**config.mk**
```make
export PLATFORM = sky130hd
export DESIGN_NAME = ser2par_deser_flat
export DESIGN_NICKNAME = d
export VERILOG_FILES = /design/src/rtl/ser2par_deser_pkg.sv /design/src/rtl/ser2par_deser_if.sv /design/src/rtl/ser2par_deser_bit_counter.sv /design/src/rtl/ser2par_deser.sv /design/src/flat_wrapper.sv
export SDC_FILE = /design/constraint.sdc
export NUM_CORES = 1
export LEC_CHECK = 0
export ABC_CLOCK_PERIOD_IN_PS = 6430
export CORE_ASPECT_RATIO = 1.1
export CORE_MARGIN = 2
export CORE_UTILIZATION = 45
export CTS_BUF_LIST = sky130_fd_sc_hd__clkbuf_16
export DETAILED_ROUTE_END_ITERATION = 12
export GPL_ROUTABILITY_DRIVEN = 1
export PLACE_DENSITY = 0.69
export SLEW_MARGIN = 20
export SYNTH_ARGS = -nofsm -noshare
export SYNTH_HDL_FRONTEND = slang
export SYNTH_SLANG_ARGS = --single-unit
```
**constraint.sdc**
```tcl
create_clock -name clk -period 6.43 [get_ports clk]
set_clock_uncertainty 0.1 [all_clocks]
set_input_delay 0.9645 -clock clk [delete_from_list [all_inputs] [get_ports clk]]
set_output_delay 0.9645 -clock clk [all_outputs]
set_load 0.05 [all_outputs]
```
**src/rtl/ser2par_deser_pkg.sv**
```systemverilog
// Shared types and helpers for the serial-to-parallel deserializer.
// Holds the bit-order encodings, the frame-state enum and the counter width derivation.
package ser2par_deser_pkg;

    localparam bit LSB_FIRST_ENC = 1'b1;
    localparam bit MSB_FIRST_ENC = 1'b0;

    typedef enum logic {
        ST_IDLE  = 1'b0,
        ST_SHIFT = 1'b1
    } frame_state_t;

    // Counter must hold the value W itself, since W is a legal frame length.
    function automatic int cw_of(input int w);
        return $clog2(w + 1);
    endfunction

endpackage

```
**src/rtl/ser2par_deser_if.sv**
```systemverilog
// Serial source / parallel consumer bundle for ser2par_deser.
// slave is the deserializer side; master is the side that drives bits and consumes words.
interface ser2par_deser_if
    import ser2par_deser_pkg::*;
#(
    parameter int W = 8
);
    localparam int CW = cw_of(W);

    logic          init;
    logic          si;
    logic          si_valid;
    logic [CW-1:0] frame_len;
    logic [W-1:0]  po;
    logic          po_valid;
    logic          po_ready;
    logic          co;
    logic [CW-1:0] bit_cnt;
    logic          ovf;

    modport slave (
        input  init, si, si_valid, frame_len, po_ready,
        output po, po_valid, co, bit_cnt, ovf
    );

    modport master (
        output init, si, si_valid, frame_len, po_ready,
        input  po, po_valid, co, bit_cnt, ovf
    );

endinterface

```
**src/rtl/ser2par_deser_bit_counter.sv**
```systemverilog
// Frame bit counter: counts accepted bits against a per-frame length latched on the first bit.
// State table:  ST_IDLE | no bits of the current frame received (cnt==0)
//               ST_SHIFT| mid-frame, len_q holds the frame length
module ser2par_deser_bit_counter
    import ser2par_deser_pkg::*;
#(
    parameter int CW = 4
) (
    input  logic          clk,
    input  logic          rst,
    input  logic          clr,
    input  logic          en,
    input  logic [CW-1:0] len,
    output logic [CW-1:0] cnt,
    output logic [CW-1:0] len_eff,
    output logic          co
);

    frame_state_t  state_q, state_d;
    logic [CW-1:0] cnt_q, cnt_d;
    logic [CW-1:0] len_q, len_d;

    always_ff @(posedge clk) begin
        if (rst) begin
            state_q <= ST_IDLE;
            cnt_q   <= '0;
            len_q   <= '0;
        end else begin
            state_q <= state_d;
            cnt_q   <= cnt_d;
            len_q   <= len_d;
        end
    end

    always_comb begin
        state_d = state_q;
        cnt_d   = cnt_q;
        len_d   = len_q;
        // Live length on the first bit so a 1-bit frame terminates immediately.
        len_eff = (state_q == ST_IDLE) ? len : len_q;
        co      = en & ~clr & (cnt_q == (len_eff - CW'(1)));

        if (clr) begin
            cnt_d   = '0;
            state_d = ST_IDLE;
        end else if (en) begin
            case (state_q)
                ST_IDLE: begin
                    len_d = len;
                    if (!co) begin
                        cnt_d   = cnt_q + CW'(1);
                        state_d = ST_SHIFT;
                    end
                end
                ST_SHIFT: begin
                    if (co) begin
                        cnt_d   = '0;
                        state_d = ST_IDLE;
                    end else begin
                        cnt_d = cnt_q + CW'(1);
                    end
                end
                default: begin
                    cnt_d   = '0;
                    state_d = ST_IDLE;
                end
            endcase
        end
    end

    assign cnt = cnt_q;

endmodule

```
**src/rtl/ser2par_deser.sv**
```systemverilog
// Serial-in/parallel-out deserializer with runtime frame length and a valid/ready holding register.
// Completed frames arriving while the holding register is full are dropped and flagged in ovf.
module ser2par_deser
    import ser2par_deser_pkg::*;
#(
    parameter int W         = 8,
    parameter bit LSB_FIRST = LSB_FIRST_ENC
) (
    input  logic                 clk,
    input  logic                 rst,
    ser2par_deser_if.slave       bus
);

    localparam int            CW   = cw_of(W);
    localparam logic [CW-1:0] W_CW = CW'(W);

    logic [W-1:0]  sh_q;
    logic [W-1:0]  sh_shift;
    logic [W-1:0]  frame_word;
    logic [W-1:0]  po_q;
    logic          po_valid_q;
    logic          ovf_q;
    logic [CW-1:0] len_san;
    logic [CW-1:0] len_eff;
    logic [CW-1:0] bit_cnt;
    logic          co;
    logic          accept;
    logic          room;

    ser2par_deser_bit_counter #(.CW(CW)) u_cnt (
        .clk     (clk),
        .rst     (rst),
        .clr     (bus.init),
        .en      (bus.si_valid),
        .len     (len_san),
        .cnt     (bit_cnt),
        .len_eff (len_eff),
        .co      (co)
    );

    always_comb begin
        len_san = bus.frame_len;
        if (bus.frame_len == '0 || bus.frame_len > W_CW) begin
            len_san = W_CW;
        end

        if (LSB_FIRST) begin
            sh_shift   = {bus.si, sh_q[W-1:1]};
            frame_word = sh_shift >> (W_CW - len_eff);
        end else begin
            sh_shift   = {sh_q[W-2:0], bus.si};
            frame_word = sh_shift & ({W{1'b1}} >> (W_CW - len_eff));
        end

        accept = po_valid_q & bus.po_ready;
        room   = ~po_valid_q | bus.po_ready;
    end

    always_ff @(posedge clk) begin
        if (rst) begin
            sh_q       <= '0;
            po_q       <= '0;
            po_valid_q <= 1'b0;
            ovf_q      <= 1'b0;
        end else begin
            if (bus.init) begin
                sh_q <= '0;
            end else if (bus.si_valid) begin
                sh_q <= co ? '0 : sh_shift;
            end

            if (co) begin
                if (room) begin
                    po_q       <= frame_word;
                    po_valid_q <= 1'b1;
                end
            end else if (accept) begin
                po_valid_q <= 1'b0;
            end

            if (bus.init) begin
                ovf_q <= 1'b0;
            end else if (co && !room) begin
                ovf_q <= 1'b1;
            end
        end
    end

    assign bus.po       = po_q;
    assign bus.po_valid = po_valid_q;
    assign bus.co       = co;
    assign bus.bit_cnt  = bit_cnt;
    assign bus.ovf      = ovf_q;

endmodule

```
**src/flat_wrapper.sv**
```systemverilog
// flat-port wrapper written by rule: the top's interface ports become plain ports
module ser2par_deser_flat import ser2par_deser_pkg::*;
#(
    parameter int W         = 8,
    parameter bit LSB_FIRST = LSB_FIRST_ENC
)
  (clk, rst, bus_init, bus_si, bus_si_valid, bus_frame_len, bus_po_ready, bus_po, bus_po_valid, bus_co, bus_bit_cnt, bus_ovf);
  ser2par_deser_if #(.W(W)) bus_i ();
  input  logic clk;
  input  logic rst;
  input wire logic [$bits(bus_i.init)-1:0] bus_init;
  input wire logic [$bits(bus_i.si)-1:0] bus_si;
  input wire logic [$bits(bus_i.si_valid)-1:0] bus_si_valid;
  input wire logic [$bits(bus_i.frame_len)-1:0] bus_frame_len;
  input wire logic [$bits(bus_i.po_ready)-1:0] bus_po_ready;
  output wire logic [$bits(bus_i.po)-1:0] bus_po;
  output wire logic [$bits(bus_i.po_valid)-1:0] bus_po_valid;
  output wire logic [$bits(bus_i.co)-1:0] bus_co;
  output wire logic [$bits(bus_i.bit_cnt)-1:0] bus_bit_cnt;
  output wire logic [$bits(bus_i.ovf)-1:0] bus_ovf;
  assign bus_i.init = bus_init;
  assign bus_i.si = bus_si;
  assign bus_i.si_valid = bus_si_valid;
  assign bus_i.frame_len = bus_frame_len;
  assign bus_i.po_ready = bus_po_ready;
  assign bus_po = bus_i.po;
  assign bus_po_valid = bus_i.po_valid;
  assign bus_co = bus_i.co;
  assign bus_bit_cnt = bus_i.bit_cnt;
  assign bus_ovf = bus_i.ovf;
  ser2par_deser #(.W(W), .LSB_FIRST(LSB_FIRST)) u_core (.clk(clk), .rst(rst), .bus(bus_i));
endmodule
```
==> results of run 1 <==
## registers in the layout (all words and copies together), names as in the netlist
signal                cells
u_core.bus.po             8
u_core.sh_q               7
u_core.u_cnt.cnt          4
u_core.u_cnt.len_q        4
u_core.bus.ovf            1
u_core.bus.po_valid       1
u_core.u_cnt.state_q      1
## how the worst min path moves through the flow
stage | start | end | slack [ps]
2_1_floorplan | u_core.sh_q[1]$_SDFFE_PP0P_ | u_core.sh_q[1]$_SDFFE_PP0P_ | 340
3_3_place_gp | u_core.sh_q[1]$_SDFFE_PP0P_ | u_core.sh_q[1]$_SDFFE_PP0P_ | 350
3_5_place_dp | u_core.bus.po[5]$_SDFFE_PP0P_ | u_core.bus.po[5]$_SDFFE_PP0P_ | 370
4_1_cts | u_core.bus.po[4]$_SDFFE_PP0P_ | u_core.bus.po[4]$_SDFFE_PP0P_ | 380
5_1_grt | u_core.sh_q[1]$_SDFFE_PP0P_ | u_core.sh_q[1]$_SDFFE_PP0P_ | 410
6_report | u_core.bus.po[5]$_SDFFE_PP0P_ | u_core.bus.po[5]$_SDFFE_PP0P_ | 380
## routing by layer
| layer | GRT usage, % | wire length [µm] | vias to the layer above |
|---|---|---|---|
| li1 | - | - | 674 |
| met1 | 27.9 | 1520 | 639 |
| met2 | 31.3 | 1750 | 47 |
| met3 | 3.74 | 175 | 5 |
| met4 | 6.94 | 46 | 0 |
| met5 | 0 | 0 | - |
## synthesized netlist by cell type, types with 2 or more instances
master / n / area, µm²
dfxtp_1: 26 / 521
nor2_1: 13 / 48.8
nand2_1: 11 / 41.3
nand2b_1: 13 / 81.3
buf_2: 3 / 15.0
xor2_1: 2 / 17.5
or3_1: 3 / 18.8
nor2b_1: 2 / 12.5
clkbuf_1: 5 / 18.8
a31oi_1: 2 / 12.5
ha_1: 2 / 25.0
nand3b_1: 2 / 15.0
o31ai_1: 2 / 15.0
a211oi_1: 4 / 30.0
mux4_1: 2 / 52.6
mux2i_1: 11 / 110
nor3_1: 2 / 10.0
inv_1: 3 / 11.3
a32oi_1: 3 / 26.3
o21ai_0: 7 / 35.0
a21oi_1: 15 / 75.1
nand3_1: 14 / 70.1
## power by group through the flow
| stage | clock (mW) | combinational, mW | sequential, mW |
|---|---|---|---|
| floorplan | 0 | 0.0441 | 0.174 |
| global placement | 0 | 0.0602 | 0.173 |
| detailed placement | 0 | 0.0621 | 0.173 |
| CTS | 0.138 | 0.0625 | 0.169 |
| global route | 0.145 | 0.0697 | 0.170 |
| finish | 0.136 | 0.0627 | 0.169 |
## cell families (layout without fill, tap and decap cells)
| family | count (synthesis) | after routing |
|---|---|---|
| fa+ha+maj | 2 | 2 |
| flops | 26 | 26 |
| mux | 14 | 14 |
| simple gates | 74 | 74 |
| xor+xnor | 4 | 4 |
| compound gates | 41 | 41 |
| buf+inv | 14 | 30 |
## worst register-to-register path: stages, from the launching register on
cell,delay [ps]
dfxtp_1,710
nand2_1,190
o21ai_4,200
inv_1,190
ha_1,570
xor2_1,180
nand3b_1,180
nor4_2,840
nand3_1,210
a21oi_1,200
## final cells by class
class	count	share of cell area [%]
Clock buffer	3	4.06
Inverter	3	0.609
Timing Repair Buffer	24	13.0
Tap cell	36	2.44
Multi-Input combinational cell	135	51.7
Sequential cell	26	28.2
## through the flow
| step | std cells | utilization [%] |
|---|---|---|
| after floorplan | 175 | - |
| after global placement | 224 | 53.7 |
| after detailed placement | 224 | 53.7 |
| after CTS | 227 | 55.9 |
| after global routing | 227 | 55.9 |
| final | 227 | 55.9 |
==> metrics.txt, run 1 <==
status=complete, no violations; Post-synth ARST share=0%; Port Buffers=24; Worst Hold Path Cells=2; post-cts sizing count=0; XOR/XNOR Fraction of Synth Area=under 10%; Residual DRC=0; R2R Setup Slk=around 2800 ps; multi-input logic area=~960 µm²; Worst-Skew Late Latency=between 200 and 300 ps; fin area=about 1800 µm²; number of synthesized flops with an enable pin=0; die area=3920 µm²; Tightest Pin Transition=between 900 and 1000 ps; period utilization=between 80% and 90%; TritonRoute pass-1 iters=4; Worst EP arrival=~4600 ps; Final GP Congestion=approximately 0.8; WL per Instance=around 15 µm; CP top delay family=buffers and inverters; net count after synthesis=187; initial antenna violation count=0; sequential area share after synthesis=between 30% and 40%; vias in the first global route=about 1300; largest net degree at the start of global routing=24; initial drt markers=between 70 and 80; Final HPWL DP=~2600 µm; P_int=273 µW; most common cell after layout, fill and taps aside=dfxtp_1; vias=1365; synthesized area=roughly 1500 µm²; Mean Syn Cell Area=8.82 µm²; # H-tree levels=1; Slowest-stage cell, CP=clkdlybuf4s50_1; Logic pwr share=between 10% and 20%; Worst Setup Path Type=in2out; slew margin rel.=37.6%; Net Sw Frac=between 20% and 30%; die height=~65 µm; final setup vio count=0; multiplexer share of the synthesized area=12.0%; Hold Crit Class=reg2reg; Initial Utilization=between 40% and 50%; Critical path buffers and inverters=4; area growth from synthesis to layout=19.7%; Overflow after GRT=0; GRT Total Usage=between 20% and 30%; commonest non-fill, non-tap cells in the layout=dfxtp_1 (26), clkdlybuf4s50_1 (24), a21oi_1 (15); Max FO, Critical Path=13; Stages on worst setup path=10; pwr/cell area=199 nW/µm²; Max-Cap Viols=0; Routed Antenna Nets=0; Worst VDD drop=0.0850 mV; placed inst area=about 1800 µm²; TritonCTS clock tree=yes; CP Capture Type=primary output; Main synth FF type=dfxtp_1; Net count, final=slightly above 200; Synth Register Bits=26; setup bufs post-CTS=0; final setup margin=approximately 760 ps; clk root buf=clkbuf_16; CORE AREA=between 3000 and 4000 µm²; Worst Setup EP=bus_co; hold-fix buffers at CTS=0; fin. max-slew vios=0; CTS Buf Count=3; hold_ws=377 ps; Ports=25; die width=between 50 and 60 µm; R2R Path End=u_core.bus.po[4]$_SDFFE_PP0P_; storage element area=roughly 520 µm²; Via density=~6; largest stage delay on the critical path=between 700 and 800 ps; Max Buffers Root-to-Sink=2; row cnt=22; startpoint types=input port; Final Hold Vio Count=0; Seq pwr share=between 40% and 50%; largest family of logic cells by synthesized area=simple AND/OR/NAND/NOR gates; RR Startpoint=u_core.u_cnt.state_q$_SDFFE_PP0P_; Synth Area in Adders=roughly 1.6%; RSZ-0062 raised after global routing=false; first-pass GRT wire length=between 6000 and 7000 µm; Psw=approximately 95 µW; clock share of power=a little under two fifths; Synth Area in Compound Gates=17.7%; clk sinks=26; Post-Place Setup Slack=between 700 and 800 ps; diodes inserted=0; share of layout cells above drive strength 1=a little under 8%; clock period minus worst slack=5670 ps; Syn Inst Count=roughly 180; Fin Setup TNS=0 ps; Yosys warnings=0; Max Fclk=between 150 and 200 MHz; clock transition at the registers of the reported paths=60 ps; Detailed Route WL=around 3500 µm; unique cell type count in the Yosys netlist=50; Worst Path Required=approximately 5400 ps; worst r2r path cells=9; post-synthesis simple-gate area fraction=about 28%; Fill cells=around 320; Pleak=between 0.6 and 0.7 nW; Crit. Startpoint=bus_frame_len[3]; Tot Pwr=between 300 and 400 µW; crit path cell chain=clkdlybuf4s50_1 -> nand2b_4 -> o21ai_4 -> inv_1 -> ha_1 -> xor2_1 -> nand3b_1 -> or4_4 -> inv_1 -> clkdlybuf4s50_1
Note: power is estimated with default switching activity, not from simulation.
==> run 2: changes to the inputs <==
--- a/config.mk
+++ b/config.mk
@@ -11,7 +11,7 @@
 export CORE_UTILIZATION = 45
 export CTS_BUF_LIST = sky130_fd_sc_hd__clkbuf_16
 export DETAILED_ROUTE_END_ITERATION = 12
-export GPL_ROUTABILITY_DRIVEN = 1
+export GPL_ROUTABILITY_DRIVEN = 0
 export PLACE_DENSITY = 0.69
 export SLEW_MARGIN = 20
 export SYNTH_ARGS = -nofsm -noshare
==> results of run 2 <==
Final layout, timing and power as in run 1 (identical DEF).
==> run 3: changes to the inputs <==
--- a/config.mk
+++ b/config.mk
@@ -13,7 +13,6 @@
 export DETAILED_ROUTE_END_ITERATION = 12
 export GPL_ROUTABILITY_DRIVEN = 0
 export PLACE_DENSITY = 0.69
-export SLEW_MARGIN = 20
 export SYNTH_ARGS = -nofsm -noshare
 export SYNTH_HDL_FRONTEND = slang
 export SYNTH_SLANG_ARGS = --single-unit
==> results of run 3 <==
Final layout, timing and power as in run 1 (identical DEF).
